===== src/rtl/jt51_pg_keyseq.sv =====
// jt51_pg_keyseq: slot sequencer and key-on scheduler for the phase generator.
//
// A free-running 5-bit slot counter ({op[1:0], ch[2:0]}) steps the phase
// generator pipeline. Channel key-on writes arrive through a valid/ready
// handshake. Each accepted write is then held off for one full frame so that
// every slot is visited once while the new key state is applied. An
// off-to-on transition of a slot's key produces a one-cycle phase reset. That
// pulse is delayed so that it lines up with phase-generator stage III.
//
// Ports:
//   clk        system clock
//   rst        synchronous active-high reset
//   kon_valid  key-on write request
//   kon_ch     channel 0..7
//   kon_mask   new key state, bit i = operator i of the channel
//   kon_ready  request accepted when kon_valid & kon_ready
//   slot_I     slot presented to phase-generator stage I
//   zero       high while slot_I == 0
//   kon_I      key state of slot_I, including this cycle's update
//   pg_rst_III phase reset for the slot seen at slot_I RST_DLY cycles ago
//   busy       high while an accepted write is being applied
module jt51_pg_keyseq #(
  parameter int RST_DLY = 2,
  parameter int FRAME   = 32
) (
  input  logic       clk,
  input  logic       rst,
  input  logic       kon_valid,
  input  logic [2:0] kon_ch,
  input  logic [3:0] kon_mask,
  output logic       kon_ready,
  output logic [4:0] slot_I,
  output logic       zero,
  output logic       kon_I,
  output logic       pg_rst_III,
  output logic       busy
);

  localparam logic [4:0] FC_INIT = 5'(FRAME - 1);

  typedef enum logic {IDLE, APPLY} state_t;

  state_t               state, state_nxt;
  logic [4:0]           fc, fc_nxt;
  logic                 take;
  logic [31:0]          cur_key, next_key;
  logic [RST_DLY-1:0]   rst_pipe;
  logic                 rise;

  // FSM state register
  always_ff @(posedge clk) begin
    if (rst) begin
      state <= IDLE;
      fc    <= '0;
    end else begin
      state <= state_nxt;
      fc    <= fc_nxt;
    end
  end

  // FSM next state and handshake outputs. APPLY lasts exactly one frame
  // (fc counts 31 down to 0), so every slot sees the new key state once
  // before another write can be taken.
  always_comb begin
    state_nxt = state;
    fc_nxt    = fc;
    kon_ready = 1'b0;
    busy      = 1'b0;
    take      = 1'b0;
    case (state)
      IDLE: begin
        kon_ready = 1'b1;
        if (kon_valid) begin
          take      = 1'b1;
          fc_nxt    = FC_INIT;
          state_nxt = APPLY;
        end
      end
      APPLY: begin
        busy   = 1'b1;
        fc_nxt = fc - 5'd1;
        if (fc == 5'd0) state_nxt = IDLE;
      end
      default: state_nxt = IDLE;
    endcase
  end

  // The slot update reads next_key before this cycle's write lands. A write
  // to the slot currently shown is therefore picked up on its next visit.
  assign rise  = next_key[slot_I] & ~cur_key[slot_I];
  assign kon_I = next_key[slot_I];

  always_ff @(posedge clk) begin
    if (rst) begin
      slot_I   <= '0;
      zero     <= 1'b1;
      cur_key  <= '0;
      next_key <= '0;
      rst_pipe <= '0;
    end else begin
      slot_I           <= slot_I + 5'd1;
      zero             <= (slot_I == 5'd31);
      cur_key[slot_I]  <= next_key[slot_I];
      rst_pipe[0]      <= rise;
      for (int i = 1; i < RST_DLY; i++) rst_pipe[i] <= rst_pipe[i-1];
      if (take) begin
        for (int i = 0; i < 4; i++) next_key[{i[1:0], kon_ch}] <= kon_mask[i];
      end
    end
  end

  assign pg_rst_III = rst_pipe[RST_DLY-1];

endmodule


===== config.mk =====
export PLATFORM = sky130hd
export DESIGN_NAME = jt51_pg_keyseq
export DESIGN_NICKNAME = d
export VERILOG_FILES = /design/src/rtl/jt51_pg_keyseq.sv
export SDC_FILE = /design/constraint.sdc
export NUM_CORES = 1
export LEC_CHECK = 0
export ABC_AREA = 1
export CELL_PAD_IN_SITES_DETAIL_PLACEMENT = 1
export CELL_PAD_IN_SITES_GLOBAL_PLACEMENT = 2
export CORE_MARGIN = 4
export CORE_UTILIZATION = 31
export CTS_BUF_LIST = sky130_fd_sc_hd__clkbuf_4 sky130_fd_sc_hd__clkbuf_8 sky130_fd_sc_hd__clkbuf_16
export DETAILED_ROUTE_END_ITERATION = 12
export GPL_TIMING_DRIVEN = 0
export MAX_ROUTING_LAYER = met4
export PLACE_DENSITY_LB_ADDON = 0.1
export SKIP_CTS_REPAIR_TIMING = 1
export SYNTH_ARGS = -nofsm -noshare
export SYNTH_HDL_FRONTEND = slang
export SYNTH_SLANG_ARGS = --single-unit

===== constraint.sdc =====
create_clock -name clk -period 1.61 [get_ports clk]
set_clock_uncertainty 0.15 [all_clocks]
set_input_delay 0.322 -clock clk [delete_from_list [all_inputs] [get_ports clk]]
set_output_delay 0.322 -clock clk [all_outputs]
set_load 0.005 [all_outputs]

==> run metrics, run 1 <==
status finished, violations left; failing checks setup timing; type of the worst min-delay path input port to flop; Synth area leader dfxtp_1; Core Area 13400 sq um; Slew @ Worst Pin 0.632 ns; Worst Path Required 1.14 ns; CTS buffer count 9; synth cell count leaders nand2_1, nor2_1, inv_1; fin crit share 1.37; Pleak 2.53 nW; vias in the first global route 4076; max cap viols 0; Synth Area per Inst 6.88 sq um; Setup crit end kon_I; root buffer cell clkbuf_16; switching power 1.49 mW; Post-Place Cell Area 4780 sq um; die span in y 126 microns; final hold violation count 0; syn_nets 638; flops & latches, synth 78; CP Max Fanout 8; fillcell total 1698; CP cell instances buf_12 -> clkinv_8 -> buf_12 -> nand2_2 -> nand3_2 -> nand2_2 -> nand2_2 -> nand2_4 -> nor2_8 -> nand2_2 -> clkbuf_2; Worst Setup SP slot_I[0]$_SDFF_PP0_; reg2reg end cur_key[2]$_SDFFE_PP0P_; fmax 455 MHz; RSZ-0062 raised after global routing yes; Total Routed Length 13400 microns; crit path DAT 1.73 ns; worst-case clock buffer depth 2; routed len/inst 15.8 microns; clock power share 0.432; EDFF count, synth 0; Worst Setup End Kind output port; routability congestion estimate 0.801; H-tree lvl count 3; DR vias 3966; sequential share of the synthesized area 0.365; most frequent cell after synthesis nand2_1; row count 42; Vias per Instance 4.66; Slew Viols, Final 0; GR Overflow Total 0; Setup Viol. Count Final 34; Synth top area share 0.365; Seq pwr share 0.390; area added between synthesis and finish 29.2%; IO Count 20; DR iter-0 viols 165; combinational power share 0.178; Die Wd 126 microns; Power Density 942 nW/um^2; antenna viol nets, final 0; CP max stage delay 0.36 ns; maximum vdd ir drop 0.582 mV; worst setup margin -0.590 ns; # nets final 686; Yosys cell types 29; Die ar. 15800 sq um; Setup CP Type flop to output port; R2R setup slack -0.32 ns; Final Critical Period 2.20 ns; FFs w/ async S/R, synth 0; FF-to-FF path depth 14; Port Buffers 18; synth top area cells dfxtp_1, nand2_1, nor2_1; DRC 0; synthesized area 4280 sq um; relative slew slack 0.579; Most used DFF post-synth dfxtp_1; first-pass GRT wire length 21500 microns; share of cells above drive strength 1 0.249; GRT Util Overall 0.179; post-synthesis cell count 622; Initial Util 0.320; switching portion of total power 0.285; Pre-antenna DRT Iters 4; startpoint types flop; Ys Warns 0; Critical Path Most Common Cell nand2_2; Slowest-stage cell, CP dfxtp_4; Worst-Skew Late Latency 0.35 ns; CTS sink count 78; CTS tree built; largest net degree at the start of global routing 15; initial antenna violation count 0; cell area after layout 5530 sq um; antenna cells 0; Reg clk slew, reported paths 0.07 ns; FF-to-FF Start slot_I[0]$_SDFF_PP0_; DP HPWL 9540 microns; Int Power 3.72 mW; total power 5.21 mW; Hold Slack 0.178 ns
[routing by layer]
metal,up-vias,part of all wire,track usage
met5,-,0,-
met2,23,0.48,0.289
met4,0,0.010,0.0434
met1,1911,0.48,0.232
met3,10,0.021,0.0345
li1,2022,-,-
[power groups by stage]
stage / clock network (mW) / logic, mW / registers [mW]
2_1_floorplan: 0 / 0.525 / 2.07
3_3_place_gp: 0 / 0.782 / 2.08
3_5_place_dp: 0 / 0.798 / 2.08
4_1_cts: 2.33 / 0.801 / 2.04
5_1_grt: 2.41 / 1.02 / 2.04
6_report: 2.25 / 0.927 / 2.03
[metrics by stage]
stage | cells | worst slack, ns | setup TNS, ns | util
after detailed placement | 816 | -0.781 | -34.84 | 0.357
after global placement | 816 | -0.738 | -32.27 | 0.357
after global routing | 851 | -0.674 | -12.39 | 0.413
final | 851 | -0.590 | -9.19 | 0.413
after floorplan | 622 | -0.0250 | -0.748 | -
after CTS | 832 | -1.14 | -23.87 | 0.381
[how the worst min path moves through the flow]
stage / start / depth (start not counted) / end / slack, ns
2_1_floorplan: rst_pipe[0]$_SDFF_PP0_ / 2 / rst_pipe[1]$_SDFF_PP0_ / 0.24
3_3_place_gp: rst_pipe[0]$_SDFF_PP0_ / 2 / rst_pipe[1]$_SDFF_PP0_ / 0.24
3_5_place_dp: rst_pipe[0]$_SDFF_PP0_ / 2 / rst_pipe[1]$_SDFF_PP0_ / 0.27
4_1_cts: rst_pipe[0]$_SDFF_PP0_ / 2 / rst_pipe[1]$_SDFF_PP0_ / 0.28
5_1_grt: kon_valid / 3 / fc[0]$_SDFFE_PP0P_ / 0.22
6_report: kon_valid / 3 / fc[4]$_SDFFE_PP0P_ / 0.18
[sequential cells by signal, summed over array words and instances (netlist names)]
signal / flops
cur_key: 32
fc: 5
next_key: 32
rst_pipe: 2
slot_I: 5
state: 1
zero: 1
[final cells by class]
class                   instances  area [sq um]  share of cell area
multi-input cells             414          2330               0.421
flip-flops and latches         78          1580               0.286
inverters                     106           438              0.0792
repair buffers                 39           380              0.0688
plain buffers                  22           262              0.0473
clock buffers                   9           225              0.0407
well taps                     176           220              0.0398
clock inverters                 7          96.3              0.0174
[worst max-delay path, delay by kind of cell (launching register included)]
| kind | cells | cell delay, ns |
|---|---|---|
| buffers and inverters | 4 | 0.45 |
| flip-flops | 1 | 0.36 |
| AND/OR/NAND/NOR | 7 | 0.57 |
[layout by cell type, fill, tap and decap left out, drive strengths merged, types with 5 or more instances in the layout]
| cell type | Yosys | final |
|---|---|---|
| a21oi | 38 | 38 |
| buf | 16 | 34 |
| clkbuf | 8 | 19 |
| clkdlybuf4s50 | 0 | 5 |
| dfxtp | 78 | 78 |
| dlymetal6s2s | 0 | 12 |
| ha | 6 | 6 |
| inv | 105 | 105 |
| nand2 | 125 | 125 |
| nand3 | 54 | 54 |
| nor2 | 118 | 118 |
| o21a | 17 | 17 |
| o21ai | 49 | 49 |
[kinds of logic after synthesis]
group	count (synthesis)	synth area share
simple gates	301	0.335
buf+inv	130	0.146
fa+ha+maj	6	0.0175
flops	78	0.365
compound gates	107	0.137
No activity file was read; power rests on OpenSTA's default activity.
==> inputs of run 2 (changes only) <==
--- a/config.mk
+++ b/config.mk
@@ -8,7 +8,6 @@
 export ABC_AREA = 1
 export CELL_PAD_IN_SITES_DETAIL_PLACEMENT = 1
 export CELL_PAD_IN_SITES_GLOBAL_PLACEMENT = 2
-export CORE_MARGIN = 4
 export CORE_UTILIZATION = 31
 export CTS_BUF_LIST = sky130_fd_sc_hd__clkbuf_4 sky130_fd_sc_hd__clkbuf_8 sky130_fd_sc_hd__clkbuf_16
 export DETAILED_ROUTE_END_ITERATION = 12
==> run metrics, run 2 (synthesized netlist as in run 1, its figures left out) <==
status finished, violations left; Core Area 13300 sq um; die span in y 120 microns; failing checks setup timing; Total Routed Length 14000 microns; setup TNS -9.36 ns; Pleak 2.66 nW; CTS sink count 78; antenna viol nets, final 0; area added between synthesis and finish 37.6%; maximum vdd ir drop 0.544 mV; share of cells above drive strength 1 0.310; GR Overflow Total 0; # nets final 701; DP HPWL 9500 microns; combinational power share 0.189; fillcell total 1678; Slew @ Worst Pin 0.657 ns; Reg clk slew, reported paths 0.07 ns; buffers and inverters on the worst path 4; startpoint types flop; DRC 0; Die Wd 120 microns; area of the multi-input gates 2450 sq um; Worst-Skew Late Latency 0.35 ns; worst-case clock buffer depth 2; Int Power 3.96 mW; Setup CP Type flop to output port; Pre-antenna DRT Iters 4; final hold violation count 0; H-tree lvl count 3; Power Density 930 nW/um^2; CP cell instances buf_12 -> clkinv_8 -> buf_12 -> nand2_2 -> nand3_2 -> nand2_2 -> nand2_2 -> nand2_4 -> nor2_8 -> nand2_2 -> clkbuf_2; Final Critical Period 2.20 ns; DR vias 4100; row count 42; total power 5.48 mW; initial antenna violation count 0; Initial Util 0.321; antenna cells 0; min-delay src kon_valid; clock power share 0.440; Seq pwr share 0.371; CP Max Fanout 8; switching power 1.52 mW; GRT Util Overall 0.208; most frequent cells in the layout inv_1, nand2_1, nor2_1; largest net degree at the start of global routing 15; Post-Layout Cell Count 866; root buffer cell clkbuf_16; Die ar. 14300 sq um; CP max stage delay 0.36 ns; most common cell after layout, fill and taps aside inv_1; Setup Slack @ Placement -0.852 ns; relative slew slack 0.562; first-pass GRT wire length 21700 microns; Worst Setup End Kind output port; switching portion of total power 0.277; cell area after layout 5890 sq um; Layout Utilization 0.441; Regs by FF count cur_key (32), next_key (32); vias in the first global route 4052; Setup Viol. Count Final 35; max cap viols 0; CTS buffer count 9; worst setup margin -0.593 ns; Vias per Instance 4.73; DP Cell Count 816; Hold Slack 0.191 ns; crit path DAT 1.73 ns; Critical Path Most Common Cell nand2_2; routability congestion estimate 0.766; Worst Path Required 1.14 ns; DR iter-0 viols 185; fin crit share 1.37; Slew Viols, Final 0; fmax 454 MHz; CTS tree built; Post-Place Cell Area 4780 sq um; routed len/inst 16.1 microns; Worst Setup SP slot_I[0]$_SDFF_PP0_; R2R setup slack -0.30 ns; Top delay family on crit path simple AND/OR/NAND/NOR gates; RSZ-0062 raised after global routing yes; FF-to-FF Start slot_I[0]$_SDFF_PP0_; type of the worst min-delay path input port to flop; Port Buffers 18; Slowest-stage cell, CP dfxtp_4; register area 1580 sq um; IO Count 20
## run 2: cell count changes in the layout (fill, tap and decap cells not counted), moves of 6 or more
| cell | change |
|---|---|
| nand2_1 | -7 |
| nor2_2 | +10 |
| buf_4 | +8 |
| o21ai_0 | -10 |
| nor2_1 | -14 |
| buf_12 | +6 |
| nand2_2 | +6 |
## run 2: cell type report
class	instances	area share
plain buffers	22	0.0495
repair buffers	54	0.0945
clock buffers	10	0.0395
flip-flops and latches	78	0.268
clock inverters	6	0.0189
well taps	176	0.0374
inverters	106	0.0758
multi-input cells	414	0.416
## run 2: worst min-delay path: stages
cell and delay, ns:
dlymetal6s2s_1 0.13, o21ai_0 0.09, a21oi_1 0.12
## run 2: path summary, 6_finish.rpt
check                            end  cells past startpoint
min               fc[4]$_SDFFE_PP0P_                      3
min reg2reg   rst_pipe[1]$_SDFF_PP0_                      2
max                            kon_I                     11
max reg2reg  cur_key[3]$_SDFFE_PP0P_                     14
## run 2: metal layers
| layer | up-vias | part of all wire | GRT usage |
|---|---|---|---|
| met5 | - | 0 | - |
| met4 | 0 | 0.016 | 0.0750 |
| met3 | 19 | 0.024 | 0.0280 |
| met2 | 29 | 0.48 | 0.329 |
| met1 | 1985 | 0.48 | 0.271 |
| li1 | 2067 | - | - |
## run 2: power by group through the flow
stage / sequential, mW / clock (mW) / combinational [mW]
after CTS: 2.04 / 2.46 / 0.796
after global routing: 2.04 / 2.57 / 1.14
after floorplan: 2.07 / 0 / 0.525
after detailed placement: 2.08 / 0 / 0.793
final: 2.03 / 2.41 / 1.04
after global placement: 2.08 / 0 / 0.779
